$ cat src/rtl/mem_arb_pkg.sv
// Shared types and constants for the two-requester memory port arbiter.
// Optional round-robin arbitration is enabled with macro ARB_RR_EN.
package mem_arb_pkg;

    typedef enum logic [1:0] {
        IDLE  = 2'd0,
        ISSUE = 2'd1,
        WAIT  = 2'd2,
        RESP  = 2'd3
    } state_t;

    localparam logic REQ_IF = 1'b0;
    localparam logic REQ_D  = 1'b1;

    localparam int MEM_LAT_MAX = 8;
    localparam int LAT_W       = $clog2(MEM_LAT_MAX);

endpackage

$ cat src/rtl/mem_port_arbiter_arb_pick.sv
// Combinational winner selection between IF and D requesters.
// ARB_RR_EN selects round-robin; otherwise D has fixed priority.
module arb_pick
    import mem_arb_pkg::*;
(
    input  logic i_if_valid,
    input  logic i_d_valid,
`ifdef ARB_RR_EN
    input  logic i_rr_last,
`endif
    output logic o_winner
);

`ifdef ARB_RR_EN
    always_comb begin
        o_winner = REQ_IF;
        if (i_if_valid && i_d_valid) begin
            o_winner = ~i_rr_last;
        end else if (i_d_valid) begin
            o_winner = REQ_D;
        end
    end
`else
    // D is the older instruction, so it wins any contention.
    always_comb begin
        o_winner = REQ_IF;
        if (i_d_valid) begin
            o_winner = REQ_D;
        end
    end
`endif

endmodule

$ cat src/rtl/mem_port_arbiter.sv
// Shares one synchronous single-port RAM between IF and D requesters.
// Build with ARB_RR_EN defined for round-robin arbitration.
module mem_port_arbiter
    import mem_arb_pkg::*;
#(
    parameter int AW      = 32,
    parameter int DW      = 32,
    parameter int MEM_LAT = 1
) (
    input  logic            aclk,
    input  logic            areset,
    input  logic            if_req_valid,
    output logic            if_req_ready,
    input  logic [AW-1:0]   if_req_addr,
    output logic            if_rsp_valid,
    output logic [DW-1:0]   if_rsp_data,
    input  logic            d_req_valid,
    output logic            d_req_ready,
    input  logic            d_req_we,
    input  logic [DW/8-1:0] d_req_strb,
    input  logic [AW-1:0]   d_req_addr,
    input  logic [DW-1:0]   d_req_wdata,
    output logic            d_rsp_valid,
    output logic [DW-1:0]   d_rsp_data,
    output logic            mem_en,
    output logic            mem_we,
    output logic [DW/8-1:0] mem_strb,
    output logic [AW-1:0]   mem_addr,
    output logic [DW-1:0]   mem_wdata,
    input  logic [DW-1:0]   mem_rdata,
    output logic            arb_busy
);

    generate
        if (MEM_LAT < 1 || MEM_LAT > MEM_LAT_MAX) begin : g_bad_lat
            $error("mem_port_arbiter: MEM_LAT must be 1..8");
        end
    endgenerate

    state_t            r_state;
    state_t            w_next;
    logic [LAT_W-1:0]  r_lat_cnt;
    logic              r_owner;
    logic              r_we;
    logic [DW/8-1:0]   r_strb;
    logic [AW-1:0]     r_addr;
    logic [DW-1:0]     r_wdata;
    logic [DW-1:0]     r_rsp_data;
    logic              w_winner;
    logic              w_idle;
    logic              w_issue;
    logic              w_hs;
    logic              w_lat_done;

`ifdef ARB_RR_EN
    logic              r_rr_last;
`endif

    arb_pick u_pick (
        .i_if_valid (if_req_valid),
        .i_d_valid  (d_req_valid),
`ifdef ARB_RR_EN
        .i_rr_last  (r_rr_last),
`endif
        .o_winner   (w_winner)
    );

    // Ready is masked during reset so every output reads 0.
    assign w_idle       = (r_state == IDLE) && !areset;
    assign if_req_ready = w_idle && if_req_valid && (w_winner == REQ_IF);
    assign d_req_ready  = w_idle && d_req_valid && (w_winner == REQ_D);
    assign w_hs         = if_req_ready || d_req_ready;
    assign w_issue      = (r_state == ISSUE);
    assign w_lat_done   = (r_state == WAIT) && (r_lat_cnt == '0);

    always_ff @(posedge aclk or posedge areset) begin
        if (areset) begin
            r_state <= IDLE;
        end else begin
            r_state <= w_next;
        end
    end

    always_comb begin
        w_next = r_state;
        unique case (r_state)
            IDLE:    if (w_hs) w_next = ISSUE;
            ISSUE:   w_next = WAIT;
            WAIT:    if (w_lat_done) w_next = RESP;
            RESP:    w_next = IDLE;
            default: w_next = IDLE;
        endcase
    end

    always_ff @(posedge aclk or posedge areset) begin
        if (areset) begin
            r_lat_cnt  <= '0;
            r_owner    <= REQ_IF;
            r_we       <= 1'b0;
            r_strb     <= '0;
            r_addr     <= '0;
            r_wdata    <= '0;
            r_rsp_data <= '0;
        end else begin
            if (d_req_ready) begin
                r_owner <= REQ_D;
                r_we    <= d_req_we;
                r_strb  <= d_req_strb;
                r_addr  <= d_req_addr;
                r_wdata <= d_req_wdata;
            end else if (if_req_ready) begin
                r_owner <= REQ_IF;
                r_we    <= 1'b0;
                r_strb  <= '0;
                r_addr  <= if_req_addr;
                r_wdata <= '0;
            end
            if (w_issue) begin
                r_lat_cnt <= LAT_W'(MEM_LAT - 1);
            end else if (r_state == WAIT && !w_lat_done) begin
                r_lat_cnt <= r_lat_cnt - LAT_W'(1);
            end
            if (w_lat_done) begin
                r_rsp_data <= r_we ? '0 : mem_rdata;
            end
        end
    end

`ifdef ARB_RR_EN
    always_ff @(posedge aclk or posedge areset) begin
        if (areset) begin
            r_rr_last <= REQ_IF;
        end else if (w_hs) begin
            r_rr_last <= w_winner;
        end
    end
`endif

    assign if_rsp_valid = (r_state == RESP) && (r_owner == REQ_IF);
    assign d_rsp_valid  = (r_state == RESP) && (r_owner == REQ_D);
    assign if_rsp_data  = r_rsp_data;
    assign d_rsp_data   = r_rsp_data;

    assign mem_en    = w_issue;
    assign mem_we    = w_issue && r_we;
    assign mem_strb  = w_issue ? r_strb : '0;
    assign mem_addr  = w_issue ? r_addr : '0;
    assign mem_wdata = w_issue ? r_wdata : '0;
    assign arb_busy  = (r_state != IDLE);

endmodule

$ cat config.mk
export PLATFORM = sky130hd
export DESIGN_NAME = mem_port_arbiter
export DESIGN_NICKNAME = d
export VERILOG_FILES = /design/src/rtl/mem_arb_pkg.sv /design/src/rtl/mem_port_arbiter_arb_pick.sv /design/src/rtl/mem_port_arbiter.sv
export SDC_FILE = /design/constraint.sdc
export NUM_CORES = 1
export LEC_CHECK = 0
export CORE_MARGIN = 5
export CORE_UTILIZATION = 45
export CTS_CLUSTER_DIAMETER = 100
export DETAILED_ROUTE_END_ITERATION = 16
export DONT_BUFFER_PORTS = 1
export SLEW_MARGIN = 20
export SYNTH_ARGS = -nofsm -noshare
export SYNTH_HDL_FRONTEND = slang
export SYNTH_SLANG_ARGS = --single-unit
export TNS_END_PERCENT = 10
$ cat constraint.sdc
create_clock -name aclk -period 5 [get_ports aclk]
set_input_delay 1.5 -clock aclk [delete_from_list [all_inputs] [get_ports aclk]]
set_output_delay 1.5 -clock aclk [all_outputs]
set_load 0.005 [all_outputs]
==> summary.md, run 1 <==
| Metric | Value |
|---|---|
| Worst vdd ir | 0.0002350 V |
| Gates resized, CTS repair | 0 |
| Pint | 2.193 mW |
| Routed WL | 12700 µm |
| Post-synthesis area per instance | 10.40 µm² |
| Postcts setup bufs | 0 |
| Worst Hold Class | flop to flop |
| Clock sinks | 107 |
| Vias in the first global route | 3704 |
| Antenna viol nets, final | 0 |
| CP Capture Type | primary output |
| Tightest Pin Transition | 907.7 ps |
| Clock root buffer | clkbuf_16 |
| Status | finished, final reports clean |
| Row cnt | 40 |
| Startpoint Class | input port |
| Post-Layout Cell Count | 614 |
| Syn_nets | 663 |
| Final period utilization | 71.45% |
| Cts-stage hold buffer count | 0 |
| Largest net degree at the start of global routing | 74 |
| H-tree depth | 3 |
| Worst path max stage delay | 560 ps |
| Share of cells above drive strength 1 | 9.850% |
| Kind of critical path | input port to primary output |
| Synth top area share | 49.63% |
| Drt wl/cell | 20.68 µm |
| Worst-path cell chain | and3b_4 |
| Tmin final | 3573 ps |
| # fillers | 1110 |
| First-pass GRT wire length | 20250 µm |
| DRC | 0 |
| Clk_lat worst skew | 340 ps |
| CTS Buf Count | 9 |
| P&R area growth vs syn | 0.6494% |
| Clock share of power | 20.0% |
| CP max-delay cell | and3b_4 |
| Setup violators final | 0 |
| Iter 0 DRT Violations | 210 |
| Die Y | 119.5 µm |
| Slew Limit Fails | 0 |
| Max_cap viols | 0 |
| CORE AREA | 11860 µm² |
| Top cells by area, synth | dfrtp_1, and2_1, a22o_1, a221oi_2, buf_4 |
| RSZ-0062 raised after global routing | false |
| Syn Inst Count | 519 |
| Leak | 2.498 nW |
| Comb power frac | 32.2% |
| Initial core utilization | 45.49% |
| Net count, final | 607 |
| Slew HR | 39.49% |
| Post-Syn Area | 5395 µm² |
| WP data arrival | 2070 ps |
| Yosys warning count | 0 |
| CP max FO | 31 |
| GR Overflow Total | 0 |
| Final Hold Viols | 0 |
| Clock transition at path regs | 70 ps |
| Largest area contributor in the netlist | dfrtp_1 |
| CTS tree | done |
| Post-synthesis sequential area ratio | 49.63% |
| Worst path required time | 3500 ps |
| Total GRT Usage | 17.76% |
| Post-detail-place hpwl | 8821 µm |
| Routed via count | 3512 |
| N_diodes | 0 |
| DRT Pass-1 Iters | 4 |
| Placed insts | 599 |
| #FFs+latches synth | 107 |
| Worst path bufs/invs | 0 |
| GPL Wtd Cong | 0.7558 |
| Worst Skew | 7.156 ps |
| TNS Setup | 0 ps |
| Clk buf depth | 2 |
| Crit-path leading delay family | simple AND/OR/NAND/NOR gates |
| Cell variety after synth | 28 |
| Die X | 119.5 µm |
| I/O Buffers | 0 |
| Vias per cell | 5.720 |
| PwrDens | 633.4 nW/µm² |
| Die area | 14280 µm² |
| Total I/O pin count | 276 |
| FMAX | 279.9 MHz |
| Share of power burned in registers | 47.8% |
| P_sw | 1.247 mW |
| Sw frac | 36.25% |
| Initial antenna violation count | 0 |
[cell usage after synthesis (all sizes together)]
library cell    n
a22o           37
a2bb2oi         1
buf            55
mux2i           1
and3b           2
nor2b           2
clkbuf         17
nand3b          1
nand2          34
or3             1
mux2            1
dfrtp         107
nand2b         33
and2           70
a22oi           1
inv            40
nand3           1
o21ai          34
o211ai          1
a221oi         32
a21oi          34
nand4bb         1
nor2            5
o21bai          1
ha              7
[final timing paths]
| path | start | to | slack (ps) | depth (start not counted) |
|---|---|---|---|---|
| max | areset | d_req_ready | 1430 | 1 |
| min | r_wdata[8]$_DFFE_PP0P_ | r_wdata[8]$_DFFE_PP0P_ | 490 | 1 |
| max reg2reg | r_state[1]$_DFFE_PP0P_ | r_wdata[26]$_DFFE_PP0P_ | 2450 | 5 |
| min reg2reg | r_wdata[8]$_DFFE_PP0P_ | r_wdata[8]$_DFFE_PP0P_ | 490 | 1 |
| max in group asynchronous | areset | r_wdata[0]$_DFFE_PP0P_ | 2670 | 2 |
| min in group asynchronous | areset | r_addr[14]$_DFFE_PP0P_ | 1050 | 1 |
[state kept, by name, summed over array words and instances, names as in the netlist]
signal and flops:
r_strb 4, r_state 2, r_wdata 32, d_rsp_data 32, r_addr 32, r_we 1
r_lat_cnt 3, r_owner 1
[cell families (layout without fill, tap and decap cells)]
family / after synthesis / in the layout / share of synthesized area (%)
compound gates: 141 / 141 / 20.62
fa+ha+maj: 7 / 7 / 1.623
buf+inv: 112 / 60 / 11.97
flops: 107 / 107 / 49.63
mux: 2 / 2 / 0.3942
simple gates: 150 / 150 / 15.77
[layout by cell type (no fill, tap or decap), drive strengths merged, types with 2 or more instances in the layout]
master	instances
buf	5
and2	70
nor2	5
inv	40
nand2	34
a221oi	32
o21ai	34
dfrtp	107
and3b	2
clkinvlp	2
a21oi	34
nand2b	33
a22o	37
nor2b	2
clkinv	2
ha	7
clkbuf	10
[power by group through the flow]
stage	Sequential, mW	Clock [mW]	Combinational, mW
floorplan	1.51	0	1.15
global placement	1.64	0	1.08
detailed placement	1.65	0	1.13
CTS	1.64	0.721	1.13
global route	1.71	0.752	1.25
finish	1.64	0.689	1.11
[final cells by class]
type                    count  area, µm²  area share, %
flip-flops and latches    107       2678          49.31
well taps                 147      183.9          3.387
multi-input cells         300       2095          38.57
repair buffers              5      37.54         0.6912
clock inverters             5      55.05          1.014
clock buffers              10      229.0          4.217
inverters                  40      152.6          2.811
[metrics by stage]
step | instance area, µm² | total power, mW | setup WS [ps] | hold WS (ps) | utilization, %
floorplan | 5395 | 2.660 | 34.64 | 457.7 | -
global placement | 5136 | 2.720 | 1449 | 474.8 | 43.30
detailed placement | 5136 | 2.780 | 1430 | 474.8 | 43.30
CTS | 5420 | 3.492 | 1334 | 497.5 | 45.70
global route | 5430 | 3.718 | 1396 | 510.4 | 45.78
finish | 5430 | 3.439 | 1427 | 492.8 | 45.78
[metal layers]
metal / routed length [µm] / vias to the layer above / global-route usage [%]
li1: - / 1603 / -
met1: 4980 / 1729 / 21.27
met2: 6516 / 166 / 29.77
met4: 220 / 0 / 6.586
met3: 981 / 14 / 5.938
met5: 0 / - / 0
(Power assumes the default switching activity.)
==> run 2, diff against run 1 <==
==> constraint.sdc (replaced) <==
create_clock -name aclk -period 3.6 [get_ports aclk]
set_input_delay 1.08 -clock aclk [delete_from_list [all_inputs] [get_ports aclk]]
set_output_delay 1.08 -clock aclk [all_outputs]
set_load 0.005 [all_outputs]
==> run 2 against run 1 <==
- non-clock buffer count up 2
- routed wire length down 1.1%
- count of clock-buffer cells in the layout rose by 1
- clock skew is 3.2 ps lower
- total power grew 42%
- critical path depth is 3 higher
- setup slack lost 890 ps
- utilization grew 0.56 points
- die area unchanged
- worst hold slack improved by 2.7 ps
- critical endpoint is now mem_strb[1]
- largest cell class unchanged
==> summary.md, run 2 (same netlist as run 1, synthesis figures left out) <==
| Metric | Value |
|---|---|
| Status | finished, final reports clean |
| Leak | 2.539 nW |
| Clock root buffer | clkbuf_16 |
| R2r startpoint | r_state[0]$_DFFE_PP0P_ |
| WP data arrival | 1980 ps |
| Tmin final | 3062 ps |
| CP max FO | 37 |
| Worst R2R End | d_rsp_data[9]$_DFFE_PP0P_ |
| Net count, final | 609 |
| Worst setup path start | r_state[1]$_DFFE_PP0P_ |
| Die X | 119.5 µm |
| Routed via count | 3512 |
| Slew Limit Fails | 0 |
| R2r setup slk | 1280 ps |
| Final Cell Area | 5497 µm² |
| Clock sinks | 107 |
| WHS Path Cells | 1 |
| Final Hold Viols | 0 |
| Routed WL | 12560 µm |
| Cts-stage hold buffer count | 0 |
| Drt wl/cell | 20.36 µm |
| Worst vdd ir | 0.0003212 V |
| FMAX | 326.6 MHz |
| Final period utilization | 85.05% |
| Startpoint Class | flop |
| Postcts setup bufs | 0 |
| First-pass GRT wire length | 20070 µm |
| Setup violators final | 0 |
| CTS tree | done |
| Antenna viol nets, final | 0 |
| RSZ-0062 raised after global routing | false |
| Vias in the first global route | 3714 |
| Reg2reg path depth | 6 |
| Initial antenna violation count | 0 |
| Total GRT Usage | 17.71% |
| Clock transition at path regs | 70 ps |
| Worst path required time | 2520 ps |
| N_diodes | 0 |
| Placed inst area | 5165 µm² |
| P&R area growth vs syn | 1.878% |
| Largest net degree at the start of global routing | 108 |
| Total power | 4.886 mW |
| H-tree depth | 3 |
| Row cnt | 40 |
| Iter 0 DRT Violations | 158 |
| Final setup margin | 538.1 ps |
| Kind of critical path | flop to primary output |
| CTS Buf Count | 9 |
| Die Y | 119.5 µm |
| Tightest Pin Transition | 938.9 ps |
| Clk buf depth | 2 |
| Vias per cell | 5.692 |
| DRT Pass-1 Iters | 4 |
| Commonest non-fill, non-tap cell in the layout | dfrtp_1 |
| GPL Wtd Cong | 0.7513 |
| Commonest cells after routing, fill and taps aside | dfrtp_1, and2_1, inv_1, a22o_1 |
| CP Capture Type | primary output |
| Initial core utilization | 45.49% |
| Worst Hold Class | flop to flop |
| Max_cap viols | 0 |
| Share of cells above drive strength 1 | 10.64% |
| GR Overflow Total | 0 |
| Post-detail-place hpwl | 8706 µm |
| PwrDens | 888.9 nW/µm² |
| Clk_lat worst skew | 340 ps |
| Crit path to | mem_strb[1] |
| Gates resized, CTS repair | 0 |
| I/O Buffers | 0 |
| Placement Setup Slack | 852.7 ps |
| Total I/O pin count | 276 |
| Worst Skew | 3.978 ps |
| Slew HR | 37.22% |
| Die area | 14280 µm² |
| CORE AREA | 11860 µm² |
| DRC | 0 |
-- run 2: cell type report --
class                           count  area (µm²)
Clock buffer                       11       252.7
Multi-Input combinational cell    300        2085
Inverter                           40       153.9
Clock inverter                      5       75.07
Tap cell                          147       183.9
Fill cell                        1136        6365
Sequential cell                   107        2678
Timing Repair Buffer                7       68.82
-- run 2: power by group --
part | switching [mW] | internal (mW)
clock | 0.422 | 0.644
combinational | 0.800 | 0.738
sequential | 0.499 | 1.78
total | 1.72 | 3.17
-- run 2: metal layers --
metal	GRT usage (%)	vias up	share of wire (%)
met5	0	-	0
li1	-	1618	-
met4	7.158	0	1.7
met2	28.04	180	48
met3	6.362	15	8.8
met1	22.12	1699	41
-- run 2: how the worst min path moves through the flow --
stage	to	startpoint
after detailed placement	r_strb[2]$_DFFE_PP0P_	r_strb[2]$_DFFE_PP0P_
after CTS	r_strb[2]$_DFFE_PP0P_	r_strb[2]$_DFFE_PP0P_
after floorplan	r_wdata[0]$_DFFE_PP0P_	r_wdata[0]$_DFFE_PP0P_
after global routing	r_strb[2]$_DFFE_PP0P_	r_strb[2]$_DFFE_PP0P_
final	r_strb[2]$_DFFE_PP0P_	r_strb[2]$_DFFE_PP0P_
after global placement	r_wdata[18]$_DFFE_PP0P_	r_wdata[18]$_DFFE_PP0P_
-- run 2: stage by stage --
stage	util, %	setup TNS [ps]	hold WS, ps	cells
after floorplan	-	-380.5	457.7	519
after global placement	43.54	0	474.4	601
after detailed placement	43.54	0	473.6	601
after CTS	46.31	0	498.7	617
after global routing	46.34	0	511.3	617
final	46.34	0	495.5	617
-- run 2: critical path: stages, from the launching register on --
cell     delay, ps
dfrtp_1        420
inv_1          120
ha_2           580
buf_4          330
and2_1         190
==> edit (flow settings as in run 2) <==
Set the package constant `MEM_LAT_MAX` to 4 (it was 8).
--- a/src/rtl/mem_arb_pkg.sv
+++ b/src/rtl/mem_arb_pkg.sv
@@ -13,5 +13,5 @@
     localparam logic REQ_D  = 1'b1;
 
-    localparam int MEM_LAT_MAX = 8;
+    localparam int MEM_LAT_MAX = 4;
     localparam int LAT_W       = $clog2(MEM_LAT_MAX);
 
Function: no difference found for any inputs over 4 cycles, from zero or initial values and one cycle with areset high; that may be too few to reach the edited logic, so the function may still have changed.
==> edit against run 2 <==
- non-clock buffer count up 2
- sequential cell count shrank 1
- area after synthesis down 1.7%
- critical path depth unchanged
- sequential share of layout area is 0.41 points higher
- wire length increased by 1.4%
- power is 0.69% lower
- cell area decreased by 1.8%
- setup slack better by 0.26 ns
- core utilization is 0.75 points higher
- largest cell class unchanged
==> edit: results (changes against run 2) <==
| Metric | Value |
|---|---|
| Largest net degree at the start of global routing | `103 (-4.6%)` |
| Slew of the pin with the lowest slew margin | `1.103 ns (+0.1645 ns)` |
| Routed metal-1 wire length | `5104 um (-2.0%)` |
| Sequential-to-total area share from yosys stat | `0.5000 (+0.003711)` |
| Skew final | `0.008588 ns (+0.004610 ns)` |
| Number of vias per cell after detailed routing | `5.729 (+0.65%)` |
| # fillers | `1,082 (-4.8%)` |
| Number of nets at the end of the flow | `600 (-1.5%)` |
| Maximum capacitance violations | `0 (unchanged)` |
| Most used standard cells in the synthesized netlist | `106 x dfrtp_1, 70 x and2_1, 39 x inv_1, 37 x a22o_1, 37 x buf_4` |
| Total cell area at the placement stage | `5089 um2 (-1.5%)` |
| Library cells used by synthesis | `25 (-11%)` |
| Routed length per instance | `21.05 um (+3.4%)` |
| Reg-to-reg setup timing slack | `1.18 ns (-0.10 ns)` |
| P_int | `3.126 mW (-1.3%)` |
| CP max stage delay | `0.41 ns (-0.17 ns)` |
| Drt first-iter violations | `214 (+35%)` |
| Detailed route wirelength on metal3 | `1118 um (+1.5%)` |
| Detail Placement HPWL | `8897 um (+2.2%)` |
| Post-Syn Nets | `651 (-1.8%)` |
| CP arrival | `1.72 ns (-0.26 ns)` |
| Critical-path top delay cell | `dfrtp_1` |
| Share of final-layout standard cells stronger than drive strength 1 | `0.1147 (+0.008336)` |
| Pleak | `2.487 nW (-2.0%)` |
| Class of the most critical setup path | `register to output pin` |
| End point of the most critical hold path | `r_wdata[17]` |
| Last element of the critical path | `mem_addr[3]` |
| Met2 WL post-DR | `6305 um (+4.4%)` |
| Global-route wire length before repair | `19,760 um (-1.5%)` |
| Reg-to-reg endpoint | `r_addr[27]` |
| Critical path peak fanout | `30 (-19%)` |
| Result of the run | `completed` |
| Worst Hold Launch | `r_wdata[17]` |
| Vias in the first global route | `3,578 (-3.7%)` |
==> edit: cell count changes after synthesis, moves of 2 or more <==
cell	delta
buf_2	-2
o21ai_0	-2
buf_4	+2
buf_6	-2
==> edit: layer usage <==
metal | vias up | global-route usage
li1 | 1582 | -
met1 | 1689 | 0.2142
met2 | 182 | 0.2839
met3 | 13 | 0.06447
met4 | 0 | 0.05103
met5 | - | 0
==> edit: cell type report <==
| type | count | share of cell area |
|---|---|---|
| clock inverter | 5 | 0.01460 |
| sequential | 106 | 0.4912 |
| timing repair buffer | 9 | 0.01251 |
| multi-input combinational | 292 | 0.3777 |
| inverter | 39 | 0.02780 |
| tap | 143 | 0.03313 |
| clock buffer | 11 | 0.04310 |
==> edit: metrics by stage <==
stage	utilization	instances	setup WS, ns	hold slack [ns]
2_1_floorplan	-	508	0.005583	0.4577
3_3_place_gp	0.4438	589	1.017	0.4740
3_5_place_dp	0.4438	589	0.9492	0.4738
4_1_cts	0.4709	605	0.7752	0.4972
5_1_grt	0.4709	605	0.6621	0.5114
6_report	0.4709	605	0.7954	0.4919
==> edit: power groups by stage <==
| stage | registers, mW | clock network, mW | logic [mW] |
|---|---|---|---|
| finish | 2.23 | 1.03 | 1.59 |
| CTS | 2.24 | 1.06 | 1.62 |
| global route | 2.31 | 1.11 | 1.79 |
| global placement | 2.24 | 0 | 1.55 |
| floorplan | 2.08 | 0 | 1.59 |
| detailed placement | 2.25 | 0 | 1.62 |
==> edit: kinds of logic after synthesis <==
family	Yosys count	synth area share
simple gates	146	0.1557
compound gates	138	0.2080
buf+inv	110	0.1184
flops	106	0.5000
fa+ha+maj	6	0.01415
xor+xnor	1	0.001651
mux	1	0.002122
